File: config.mk
export PLATFORM = sky130hd
export DESIGN_NAME = score_uart_tx
export DESIGN_NICKNAME = d
export VERILOG_FILES = /design/src/rtl/score_uart_tx.sv
export SDC_FILE = /design/constraint.sdc
export NUM_CORES = 1
export LEC_CHECK = 0
export ABC_AREA = 0
export CORE_AREA = 3 3 118 120
export DETAILED_ROUTE_END_ITERATION = 8
export DIE_AREA = 0 0 121 123
export REMOVE_ABC_BUFFERS = 1
export SYNTH_ARGS = -nofsm -noshare
export SYNTH_HDL_FRONTEND = slang
export SYNTH_SLANG_ARGS = --single-unit
export TNS_END_PERCENT = 100
File: constraint.sdc
create_clock -name clk -period 10.85 [get_ports clk]
set_clock_uncertainty 0.05 [all_clocks]
set_input_delay 2.17 -clock clk [delete_from_list [all_inputs] [get_ports clk]]
set_output_delay 2.17 -clock clk [all_outputs]
set_load 0.1 [all_outputs]
File: src/rtl/score_uart_tx.sv
// score_uart_tx: sends the game score as the 6-byte ASCII message
// "S" + three decimal digits + CR + LF on the transmit-side UART port.
// Each byte is loaded when txready is high, strobed with a one-cycle txclk,
// then held for HOLD_CYCLES cycles before the next byte is considered.
// Optional feature macro: SCORE_TX_AUTO_EN. When defined, a score different
// from the last transmitted score also starts a message while idle.
//
// state    | meaning
// IDLE     | no message in flight; waits for a trigger
// WAIT_RDY | byte idx selected; waits for txready
// STROBE   | txclk high; txdata carries byte idx
// HOLD     | txdata stable, txready ignored until the hold counter reaches 0
module score_uart_tx #(
   parameter int unsigned HOLD_CYCLES = 2,
   parameter logic [7:0]  MSG_PREFIX  = 8'h53
) (
   input  logic       clk,
   input  logic       rst_n,
   input  logic       send,
   input  logic [7:0] score,
   input  logic       txready,
   output logic [7:0] txdata,
   output logic       txclk,
   output logic       busy,
   output logic [7:0] sent_count
);

   typedef enum logic [1:0] {
      S_IDLE     = 2'd0,
      S_WAIT_RDY = 2'd1,
      S_STROBE   = 2'd2,
      S_HOLD     = 2'd3
   } state_t;

   localparam logic [3:0] HOLD_LOAD = 4'(HOLD_CYCLES - 1);

   state_t     state;
   state_t     state_nxt;
   logic [7:0] cap;
   logic [2:0] idx;
   logic       pending;
   logic [3:0] hold_cnt;

   logic       trigger;
   logic       capture;
   logic       load_byte;
   logic       byte_done;
   logic       hold_done;
   logic       last_byte;

   logic [1:0] dig_h;
   logic [3:0] dig_t;
   logic [6:0] rem_h;
   logic [6:0] rem_t;
   logic [7:0] byte_sel;

   assign hold_done = (hold_cnt == 4'd0);
   assign last_byte = (idx == 3'd5);

`ifdef SCORE_TX_AUTO_EN
   logic [7:0] last_sent;

   assign trigger = send | pending | (score != last_sent);

   // remember the score of the most recently started message
   always_ff @(posedge clk or negedge rst_n) begin
      if (!rst_n) begin
         last_sent <= 8'd0;
      end else if (capture) begin
         last_sent <= score;
      end
   end
`else
   assign trigger = send | pending;
`endif

   // state register
   always_ff @(posedge clk or negedge rst_n) begin
      if (!rst_n) begin
         state <= S_IDLE;
      end else begin
         state <= state_nxt;
      end
   end

   // next-state decode
   always_comb begin
      state_nxt = state;
      unique case (state)
         S_IDLE:     if (trigger) state_nxt = S_WAIT_RDY;
         S_WAIT_RDY: if (txready) state_nxt = S_STROBE;
         S_STROBE:   state_nxt = S_HOLD;
         S_HOLD:     if (hold_done) state_nxt = last_byte ? S_IDLE : S_WAIT_RDY;
         default:    state_nxt = S_IDLE;
      endcase
   end

   // per-state control strobes
   always_comb begin
      busy      = 1'b1;
      capture   = 1'b0;
      load_byte = 1'b0;
      byte_done = 1'b0;
      unique case (state)
         S_IDLE: begin
            busy    = 1'b0;
            capture = trigger;
         end
         S_WAIT_RDY: load_byte = txready;
         S_STROBE:   ;
         S_HOLD:     byte_done = hold_done;
         default:    busy = 1'b0;
      endcase
   end

   // decimal digits of the captured score by compare/subtract
   always_comb begin
      dig_h = 2'd0;
      rem_h = cap[6:0];
      if (cap >= 8'd200) begin
         dig_h = 2'd2;
         rem_h = 7'(cap - 8'd200);
      end else if (cap >= 8'd100) begin
         dig_h = 2'd1;
         rem_h = 7'(cap - 8'd100);
      end
      dig_t = 4'd0;
      rem_t = rem_h;
      for (int i = 0; i < 9; i++) begin
         if (rem_t >= 7'd10) begin
            rem_t = rem_t - 7'd10;
            dig_t = dig_t + 4'd1;
         end
      end
   end

   // message byte for the current index
   always_comb begin
      byte_sel = 8'h00;
      unique case (idx)
         3'd0:    byte_sel = MSG_PREFIX;
         3'd1:    byte_sel = 8'h30 + {6'd0, dig_h};
         3'd2:    byte_sel = 8'h30 + {4'd0, dig_t};
         3'd3:    byte_sel = 8'h30 + {1'b0, rem_t};
         3'd4:    byte_sel = 8'h0D;
         3'd5:    byte_sel = 8'h0A;
         default: byte_sel = 8'h00;
      endcase
   end

   // datapath: capture, byte index, request latch, hold timer, outputs
   always_ff @(posedge clk or negedge rst_n) begin
      if (!rst_n) begin
         cap        <= 8'd0;
         idx        <= 3'd0;
         pending    <= 1'b0;
         hold_cnt   <= 4'd0;
         txdata     <= 8'd0;
         txclk      <= 1'b0;
         sent_count <= 8'd0;
      end else begin
         // txclk rises together with the entry into STROBE
         txclk <= load_byte;
         if (capture) begin
            cap <= score;
            idx <= 3'd0;
         end else if (byte_done && !last_byte) begin
            idx <= idx + 3'd1;
         end
         // a request arriving while busy (including the final edge) is kept
         if (capture) begin
            pending <= 1'b0;
         end else if (send && busy) begin
            pending <= 1'b1;
         end
         if (load_byte) begin
            txdata <= byte_sel;
         end
         if (state == S_STROBE) begin
            hold_cnt <= HOLD_LOAD;
         end else if (state == S_HOLD && !hold_done) begin
            hold_cnt <= hold_cnt - 4'd1;
         end
         if (byte_done && last_byte) begin
            sent_count <= sent_count + 8'd1;
         end
      end
   end

endmodule

; ---- Word-level counts from Yosys, hierarchy flattened
; Cells that the tools add are included.
[totals]
ff_bits = 35
output_inout_bits = 18
input_bits = 12
elab_cells = 107
[op_classes]
order_cmp = 11
add_sub_neg = 25
mux = 38
bitwise_logic = 1
reduce_logical = 13
n_eq_ne = 11
[op_table]
columns = cell, n
row1 = $mux W7, 11
row2 = $ge A7 B4 Y1 const B, 9
row3 = $sub A7 B4 Y7 const B, 9
row4 = $pmux W8 S6, 1
row5 = $mux W4, 10
row6 = $add A4 B1 Y4 const B, 8
row7 = $sub A7 B7 Y7 const B, 2
row8 = $mux W1, 9
row9 = $add A6 B7 Y8 const A, 1
row10 = $add A8 B1 Y8 const B, 1
row11 = $ge A8 B7 Y1 const B, 1
row12 = $ge A8 B8 Y1 const B, 1
row13 = $mux W2, 4
row14 = $pmux W2 S4, 1
row15 = $add A6 B2 Y7 const A, 1
row16 = $add A6 B4 Y7 const A, 1
row17 = $eq A3 B2 Y1 const B, 2
row18 = $eq A3 B3 Y1 const B, 2
row19 = $mux W3, 2
row20 = $ne A2 B2 Y1 const B, 3
row21 = $reduce_bool A2 Y1, 3
row22 = $eq A2 B2 Y1 const B, 2
row23 = $logic_and A1 B1 Y1, 4
row24 = $logic_not A4 Y1, 1
row25 = 9 further kinds, 10

; ---- Depth between registers and ports, before layout
; Gate-level depths: netlist of the first run.
[logic_depth]
word_depth = 23
mapped_depth = 44
ltp_nobuf = 41

; ---- Worst setup path after synthesis of the first run
; Ideal clock, no wire load.
[synth_path]
kind = reg2reg
startpoint = register cap[2]
endpoint = register txdata[2]
path_buffers = 3
setup_time_ps = 82
required_ps = 10718
path_slack_ps = 2595
synth_period_minus_slack_ps = 8255
stages_incl_launch_ff = 41
arrival_ps = 8122
path_cell_list = dfrtp_1 clkbuf_1 inv_1 ha_1 or3b_4 a21oi_4 nor3_1 nor2_1 ha_1 inv_1 o21ai_0 nand2_1 o21bai_1 nand2_1 mux2_4 buf_6 a31oi_1 o22a_1 (+5 left out) o211a_1 or3_1 buf_4 nor2_1 mux2_2 ha_1 mux2_2 ha_1 mux2_2 ha_1 nand2_1 nand2_1 ha_1 mux2_2 ha_1 inv_1 or4_1 a31oi_1
[synth_via]
elab_chain_len = 23
elab_cells_between_ends = 56
classes_between = 22 x add/sub / 11 x order compare / 23 x mux
[synth_rtl]
columns = item, line
row1 = from (decl), 39  ; logic [7:0] cap;
row2 = from (signal assigned), 165  ; cap <= score;
row3 = $sub A7 B7 Y7 or $ge A8 B7 Y1 (tied branches), "125, 123"
row4 = $mux W7, 123  ; end else if (cap >= 8'd100) begin
row5 = $mux W7, 120  ; if (cap >= 8'd200) begin
row6 = $sub A7 B4 Y7 or $ge A7 B4 Y1 (tied branches), "131, 130"
row7 = $mux W7 or $mux W1 (tied branches), 130  ; if (rem_t >= 7'd10) begin
row8 = $sub A7 B4 Y7 (tied with other cells), 131  ; rem_t = rem_t - 7'd10;
row9 = $mux W7 or $mux W4 (tied branches), 130
row10 = $sub A7 B4 Y7 (tied with other cells), 131
row11 = (+7 left out), n/a
row12 = $sub A7 B4 Y7 (tied with other cells), 131
row13 = $mux W7 or $mux W4 (tied branches), 130
row14 = $sub A7 B4 Y7 (tied with other cells), 131
row15 = $mux W7 or $mux W4 (tied branches), 130
row16 = $sub A7 B4 Y7 (tied with other cells), 131
row17 = $mux W7 or $mux W4 (tied branches), 130
row18 = $add A6 B7 Y8 or $add A6 B4 Y7 (tied branches), "144, 143"
row19 = $pmux W8 S6 (*), 140  ; unique case (idx)
row20 = to (signal assigned), 177  ; txdata <= byte_sel;
row21 = to (decl), 22  ; output logic [7:0] txdata,
; Every way passes the cells marked *; elsewhere a longest branch is shown, timed or not.
; A chain may end at the register's enable or synchronous reset.

; ---- Worst setup path in the final report of the first run
[layout_path]
startpoint = register cap[3]
endpoint = register txdata[2]
[layout_via]
elab_chain_len = 23
elab_cells_between_ends = 56
classes_between = 22 x add/sub / 11 x order compare / 23 x mux
[layout_rtl]
columns = item, line
row1 = $ge A8 B7 Y1 or $sub A7 B7 Y7 (tied branches), "123, 125"
row2 = $mux W7, 123
row3 = $mux W7, 120
row4 = $sub A7 B4 Y7 or $ge A7 B4 Y1 (tied branches), "131, 130"
row5 = $mux W7 or $mux W1 (tied branches), 130
row6 = $sub A7 B4 Y7 (tied with other cells), 131
row7 = $mux W7 or $mux W4 (tied branches), 130
row8 = $sub A7 B4 Y7 (tied with other cells), 131
row9 = (+7 left out), n/a
row10 = $sub A7 B4 Y7 (tied with other cells), 131
row11 = $mux W7 or $mux W4 (tied branches), 130
row12 = $sub A7 B4 Y7 (tied with other cells), 131
row13 = $mux W7 or $mux W4 (tied branches), 130
row14 = $sub A7 B4 Y7 (tied with other cells), 131
row15 = $mux W7 or $mux W4 (tied branches), 130
row16 = $add A6 B7 Y8 or $add A6 B4 Y7 (tied branches), "144, 143"
row17 = $pmux W8 S6 (*), 140
; Marks and branches as above.

==> impl_metrics.xml, run 1 <==
<?xml version="1.0" encoding="UTF-8"?>
<metrics>
  <group name="synth">
    <metric name="synth.yosys.seq_area_share" unit="">0.196</metric>
    <metric name="async_reset_ff_frac" unit="">1.00</metric>
    <metric name="synth.ff_latch_count" unit="">35</metric>
    <metric name="count_of_warnings_emitted_by_yosys" unit="">0</metric>
    <metric name="ys_types" unit="">93</metric>
    <metric name="synth_enable_flop_cells" unit="">0</metric>
    <metric name="synth_flop_cell" unit="">dfrtp_1</metric>
    <metric name="synth_area" unit="mm^2">0.00447</metric>
    <metric name="syn_area_per_cell" unit="um^2">8.27</metric>
    <metric name="synthCells" unit="">541</metric>
  </group>
  <group name="critical_path">
    <metric name="cp.required" unit="ns">11.00</metric>
    <metric name="worst_path_dominant_cell_family" unit="">simple AND/OR/NAND/NOR gates</metric>
    <metric name="timing.critical_path.slowest_stage_cell" unit="">or4_1</metric>
    <metric name="path_class" unit="">reg2reg</metric>
    <metric name="slowest_delay" unit="ns">0.53</metric>
    <metric name="reg2reg_depth" unit="">40</metric>
    <metric name="endpoint_kind" unit="">flop</metric>
    <metric name="cp.buffers_inverters" unit="">5</metric>
    <metric name="cp_data_arrival_time" unit="ns">9.24</metric>
    <metric name="cpMostUsedCell" unit="">ha_1</metric>
    <metric name="crit_path_max_fanout" unit="">11</metric>
    <metric name="crit_cells" unit="">40</metric>
    <metric name="critical_path_start_type" unit="">flop</metric>
  </group>
  <group name="die">
    <metric name="die_height" unit="um">123</metric>
    <metric name="floorplan.die.width" unit="um">121</metric>
    <metric name="placementRows" unit="">42</metric>
    <metric name="start_util" unit="">0.342</metric>
    <metric name="dieArea" unit="mm^2">0.0149</metric>
    <metric name="floorplan.core_area" unit="mm^2">0.0131</metric>
    <metric name="io_pins" unit="">30</metric>
  </group>
  <group name="finish">
    <metric name="fill_cells" unit="">1292</metric>
    <metric name="synthToLayoutAreaGrowth" unit="%">12.6</metric>
    <metric name="ant_diodes" unit="">0</metric>
    <metric name="layout-drive-gt1-share" unit="">0.122</metric>
    <metric name="design.final.nets" unit="">599</metric>
  </group>
  <group name="clocking">
    <metric name="worst_skew_pair.late_latency" unit="ns">0.27</metric>
    <metric name="depth_of_the_cts_h_tree" unit="">2</metric>
    <metric name="clock-sinks" unit="">35</metric>
    <metric name="cts_buffer_depth" unit="">2</metric>
    <metric name="post_cts_resized" unit="">0</metric>
    <metric name="tritoncts" unit="">built</metric>
    <metric name="cts-hold-fix-buffers" unit="">0</metric>
    <metric name="cts_buffers" unit="">5</metric>
    <metric name="clock-root-buffer" unit="">clkbuf_16</metric>
    <metric name="cts_setup_buffers" unit="">0</metric>
    <metric name="clkTransAtPathRegs" unit="ns">0.06</metric>
  </group>
  <group name="grt">
    <metric name="grt_pass1_wl" unit="mm">19.0</metric>
    <metric name="initial_antenna_violation_count" unit="">0</metric>
    <metric name="gr-total-overflow" unit="">0</metric>
    <metric name="grt_start_max_net_pins" unit="">36</metric>
    <metric name="first_global_vias" unit="">4047</metric>
    <metric name="global_route.usage.total" unit="">0.152</metric>
  </group>
  <group name="routing">
    <metric name="drt-wirelength-per-cell" unit="um">15.3</metric>
    <metric name="drt_pass1_iterations" unit="">5</metric>
    <metric name="route.detailed.vias_per_inst" unit="">5.58</metric>
    <metric name="first_iter_violations" unit="">283</metric>
    <metric name="totalWireLength" unit="mm">11.3</metric>
    <metric name="postRouteAntennaNets" unit="">0</metric>
    <metric name="detailroute.via_count" unit="">4103</metric>
    <metric name="route.detailed.drc" unit="">0</metric>
  </group>
  <group name="hold_path">
    <metric name="min_delay_path_depth" unit="">1</metric>
    <metric name="hold_path_class" unit="">reg2reg</metric>
  </group>
  <group name="sta">
    <metric name="hold-worst-slack" unit="ns">0.430</metric>
    <metric name="tightestPinTransition" unit="ns">0.993</metric>
    <metric name="fin_crit_sh" unit="">0.838</metric>
    <metric name="setup-violations-final" unit="">0</metric>
    <metric name="maxSlewViolCount" unit="">0</metric>
    <metric name="worst_setup_slack_after_layout" unit="ns">1.76</metric>
    <metric name="tns" unit="ns">0</metric>
    <metric name="rsz0062_at_grt" unit="">no</metric>
    <metric name="final_period_minus_worst_setup_slack" unit="ns">9.09</metric>
    <metric name="hold_viol" unit="">0</metric>
    <metric name="timing.slew.headroom" unit="">0.336</metric>
    <metric name="max_clock_freq" unit="MHz">110</metric>
  </group>
  <group name="placed_design">
    <metric name="globalplace.congestion" unit="">0.907</metric>
    <metric name="dpl_worst_slack" unit="ns">1.84</metric>
    <metric name="dpl.hpwl" unit="mm">8.76</metric>
    <metric name="io_buffer_count" unit="">29</metric>
  </group>
  <group name="run_status">
    <metric name="run_status" unit="">finished clean</metric>
  </group>
  <group name="flow_run">
    <metric name="drv.max_cap_violation_count" unit="">0</metric>
  </group>
</metrics>
final timing paths:
| path | start | end | slack (ns) |
|---|---|---|---|
| setup / recovery | cap[3] | txdata[2] | 1.76 |
| hold / removal | sent_count[7] | sent_count[7] | 0.43 |
| setup reg to reg | cap[3] | txdata[2] | 1.76 |
| hold reg to reg | sent_count[7] | sent_count[7] | 0.43 |
| max in group asynchronous | rst_n | cap[7] | 8.33 |
| min in group asynchronous | rst_n | hold_cnt[3] | 1.93 |
per-stage QoR:
step,cell area [um^2],cells,utilization
after floorplan,4360,522,-
after global placement,4870,727,0.372
after detailed placement,4870,727,0.372
after CTS,5030,735,0.385
after global routing,5030,735,0.385
final,5030,735,0.385
kinds of logic after synthesis:
logic type               count (synthesis)  share of synthesized area
AND/OR/NAND/NOR                        191                      0.225
multiplexers                            22                     0.0632
buffers and inverters                   52                     0.0545
adder cells (fa/ha/maj)                 30                     0.0834
AO/OA/AOI/OAI                          170                      0.288
XOR/XNOR                                41                     0.0895
flip-flops                              35                      0.196
area by class of cell:
class / count / area, um^2 / area share
inverter: 33 / 131 / 0.0261
timing repair buffer: 29 / 285 / 0.0567
clock inverter: 3 / 43.8 / 0.00870
multi-input combinational: 454 / 3350 / 0.666
sequential: 35 / 876 / 0.174
clock buffer: 5 / 125 / 0.0249
tap: 176 / 220 / 0.0437
flip-flops by register name, indices dropped and copies added (netlist names):
| signal | count |
|---|---|
| sent_count | 8 |
| idx | 3 |
| pending | 1 |
| state | 2 |
| txclk | 1 |
| txdata | 8 |
| cap | 8 |
| hold_cnt | 4 |
routing by layer:
layer / vias up / global-route usage / wire length [um]
met5: - / 0 / 0
met4: 0 / 0.0333 / 72
met3: 10 / 0.0142 / 440
met2: 127 / 0.263 / 5480
met1: 1941 / 0.206 / 5280
li1: 2025 / - / -
synth_stat cells, types with 4 or more instances:
| cell type | number | area, um^2 |
|---|---|---|
| a211oi_1 | 9 | 67.6 |
| a21oi_1 | 26 | 130 |
| nor2_1 | 36 | 135 |
| a21o_1 | 6 | 45.0 |
| a31oi_1 | 11 | 68.8 |
| nor2b_1 | 7 | 43.8 |
| and2_1 | 8 | 50.1 |
| nor3_1 | 13 | 65.1 |
| mux2_2 | 8 | 90.1 |
| o21a_1 | 7 | 52.6 |
| and3_1 | 6 | 37.5 |
| a22oi_1 | 4 | 30.0 |
| buf_4 | 4 | 30.0 |
| o211ai_1 | 7 | 52.6 |
| mux2i_1 | 8 | 80.1 |
| nand3_1 | 22 | 110 |
| dfrtp_1 | 35 | 876 |
| o31ai_1 | 4 | 30.0 |
| ha_1 | 29 | 363 |
| o21ai_0 | 31 | 155 |
| nand2b_1 | 6 | 37.5 |
| xnor2_1 | 25 | 219 |
| or2_2 | 4 | 25.0 |
| clkbuf_1 | 9 | 33.8 |
| o21ai_1 | 4 | 20.0 |
| xor2_1 | 12 | 105 |
| nor4_1 | 5 | 31.3 |
| nand2_1 | 55 | 206 |
| inv_1 | 31 | 116 |
| o31a_1 | 4 | 35.0 |
cell usage in the layout, fill, tap and decap left out, types with 5 or more instances in the layout:
cell type / instances
a31oi_1: 11
dfrtp_1: 35
nand3_1: 22
clkdlybuf4s50_1: 28
ha_1: 29
nand2b_1: 6
a211oi_1: 9
nor4_1: 5
and3_1: 6
nor2b_1: 7
mux2i_1: 8
o21a_1: 7
mux2_2: 8
o21ai_0: 31
nand2_1: 55
nor3_1: 13
clkbuf_16: 5
xor2_1: 12
inv_1: 31
nor2_1: 36
xnor2_1: 25
a21o_1: 6
o211ai_1: 7
a21oi_1: 26
and2_1: 8
Power of run 1 is not shown: default switching activity piles up to over one toggle a cycle in this logic, so the estimate is an artifact.
==> run 2: changes to the inputs <==
==> constraint.sdc (replaced) <==
create_clock -name clk -period 7.3 [get_ports clk]
set_clock_uncertainty 0.05 [all_clocks]
set_input_delay 1.46 -clock clk [delete_from_list [all_inputs] [get_ports clk]]
set_output_delay 1.46 -clock clk [all_outputs]
set_load 0.1 [all_outputs]
==> run 2 against run 1 <==
The flow now finishes with violations (negative setup slack). Flip-flop and latch count unchanged. Hold slack improved by 0.0070 ns. Routed wire length rose by 22%. Final cell count increased by 22%. Global-route usage rose by 2.5 points.
==> impl_metrics.xml, run 2 (synthesized netlist as in run 1, its figures left out) <==
<?xml version="1.0" encoding="UTF-8"?>
<metrics>
  <group name="sta">
    <metric name="tns" unit="ns">-0.862</metric>
    <metric name="timing.slew.headroom" unit="">0.333</metric>
    <metric name="fin_crit_sh" unit="">1.03</metric>
    <metric name="maxSlewViolCount" unit="">0</metric>
    <metric name="hold_viol" unit="">0</metric>
    <metric name="rsz0062_at_grt" unit="">yes</metric>
    <metric name="max_clock_freq" unit="MHz">134</metric>
    <metric name="worst_setup_slack_after_layout" unit="ns">-0.188</metric>
    <metric name="final_period_minus_worst_setup_slack" unit="ns">7.49</metric>
    <metric name="tightestPinTransition" unit="ns">0.998</metric>
    <metric name="setup-violations-final" unit="">6</metric>
  </group>
  <group name="die">
    <metric name="floorplan.core_area" unit="mm^2">0.0131</metric>
    <metric name="floorplan.die.width" unit="um">121</metric>
    <metric name="die_height" unit="um">123</metric>
    <metric name="placementRows" unit="">42</metric>
    <metric name="dieArea" unit="mm^2">0.0149</metric>
    <metric name="start_util" unit="">0.342</metric>
    <metric name="io_pins" unit="">30</metric>
  </group>
  <group name="placed_design">
    <metric name="io_buffer_count" unit="">29</metric>
    <metric name="dpl.hpwl" unit="mm">9.82</metric>
    <metric name="globalplace.congestion" unit="">0.891</metric>
    <metric name="dpl.cell_count" unit="">844</metric>
  </group>
  <group name="routing">
    <metric name="detailroute.via_count" unit="">4834</metric>
    <metric name="drt-wirelength-per-cell" unit="um">15.4</metric>
    <metric name="totalWireLength" unit="mm">13.8</metric>
    <metric name="drt_pass1_iterations" unit="">5</metric>
    <metric name="route.detailed.drc" unit="">0</metric>
    <metric name="postRouteAntennaNets" unit="">0</metric>
    <metric name="route.detailed.vias_per_inst" unit="">5.38</metric>
    <metric name="first_iter_violations" unit="">392</metric>
  </group>
  <group name="clocking">
    <metric name="cts_buffers" unit="">5</metric>
    <metric name="worst_skew_pair.late_latency" unit="ns">0.27</metric>
    <metric name="tritoncts" unit="">built</metric>
    <metric name="clock-sinks" unit="">35</metric>
    <metric name="depth_of_the_cts_h_tree" unit="">2</metric>
    <metric name="cts_buffer_depth" unit="">2</metric>
    <metric name="cts-hold-fix-buffers" unit="">0</metric>
    <metric name="clkTransAtPathRegs" unit="ns">0.06</metric>
    <metric name="clock-root-buffer" unit="">clkbuf_16</metric>
  </group>
  <group name="finish">
    <metric name="ant_diodes" unit="">0</metric>
    <metric name="layout.cells.most_common_list" unit="">buf_4, nand2_1, dfrtp_1</metric>
    <metric name="synthToLayoutAreaGrowth" unit="%">51.6</metric>
    <metric name="mostFrequentLayoutCell" unit="">buf_4</metric>
    <metric name="design.final.nets" unit="">763</metric>
    <metric name="biggestRegsByFlops" unit="">cap (8), sent_count (8), txdata (8)</metric>
    <metric name="final_cell_count_no_fill" unit="">899</metric>
    <metric name="layout-drive-gt1-share" unit="">0.408</metric>
  </group>
  <group name="flow_run">
    <metric name="drv.max_cap_violation_count" unit="">0</metric>
  </group>
  <group name="critical_path">
    <metric name="rr_startpoint" unit="">cap[2]</metric>
    <metric name="worst-r2r-setup-slack" unit="ns">-0.19</metric>
    <metric name="cpMostUsedCell" unit="">ha_4</metric>
    <metric name="cp_data_arrival_time" unit="ns">7.64</metric>
    <metric name="critPathLaunch" unit="">cap[2]</metric>
    <metric name="endpoint_kind" unit="">flop</metric>
    <metric name="path_class" unit="">reg2reg</metric>
    <metric name="timing.critical_path.slowest_stage_cell" unit="">or4_1</metric>
    <metric name="crit_path_max_fanout" unit="">4</metric>
    <metric name="critical_path_start_type" unit="">flop</metric>
    <metric name="slowest_delay" unit="ns">0.46</metric>
    <metric name="cp.required" unit="ns">7.45</metric>
  </group>
  <group name="hold_path">
    <metric name="hold_path_class" unit="">reg2reg</metric>
    <metric name="timing.hold.worst.start" unit="">txdata[7]</metric>
  </group>
  <group name="grt">
    <metric name="gr-total-overflow" unit="">0</metric>
    <metric name="first_global_vias" unit="">4753</metric>
    <metric name="global_route.usage.total" unit="">0.177</metric>
    <metric name="initial_antenna_violation_count" unit="">0</metric>
    <metric name="grt_start_max_net_pins" unit="">36</metric>
    <metric name="grt_pass1_wl" unit="mm">22.3</metric>
  </group>
  <group name="run_status">
    <metric name="run_status" unit="">complete, but fails checks</metric>
    <metric name="violations" unit="">negative setup slack</metric>
  </group>
</metrics>
## run 2: routing by layer
metal,vias to the layer above,global-route usage,share of wire
met3,31,0.0224,0.038
met1,2306,0.228,0.44
met4,0,0.0503,0.021
met5,-,0,0
met2,145,0.311,0.50
li1,2352,-,-
## run 2: area by class of cell
type	count	area, um^2
fillers	1157	6300
flip-flops and latches	35	876
repair buffers	193	1550
clock inverters	1	7.51
well taps	176	220
inverters	33	134
clock buffers	7	153
multi-input cells	454	3840
## run 2: stage by stage
| stage | cell area, um^2 | setup slack, ns | hold WS (ns) | utilization |
|---|---|---|---|---|
| 6_report | 6780 | -0.188 | 0.437 | 0.518 |
| 5_1_grt | 6780 | -0.544 | 0.446 | 0.518 |
| 4_1_cts | 6460 | -0.162 | 0.439 | 0.494 |
| 3_5_place_dp | 5740 | -0.420 | 0.421 | 0.439 |
| 3_3_place_gp | 5740 | -0.169 | 0.415 | 0.439 |
| 2_1_floorplan | 4360 | -0.892 | 0.430 | - |
## run 2: final timing paths
| path | cells after the start | endpoint |
|---|---|---|
| max | 39 | txdata[2] |
| min | 1 | txdata[7] |
| max reg2reg | 39 | txdata[2] |
| min reg2reg | 1 | txdata[7] |
| max in group asynchronous | 1 | cap[1] |
| min in group asynchronous | 1 | hold_cnt[3] |
## run 2: what timing repair did
action | 4_1_cts | 5_1_grt
buffers inserted | 35 | 23
gates resized for setup | 56 | 47
endpoints found under the setup margin | 7 | 7
pin swaps | 37 | 50
## run 2: worst max-delay path, delay by kind of cell (launching register included)
kind	cells	cell delay [ns]
simple gates	10	1.84
fa+ha+maj	9	1.83
mux	5	1.26
compound gates	7	1.18
buf+inv	8	0.83
flops	1	0.42
Power of run 2 is left out for the same reason.
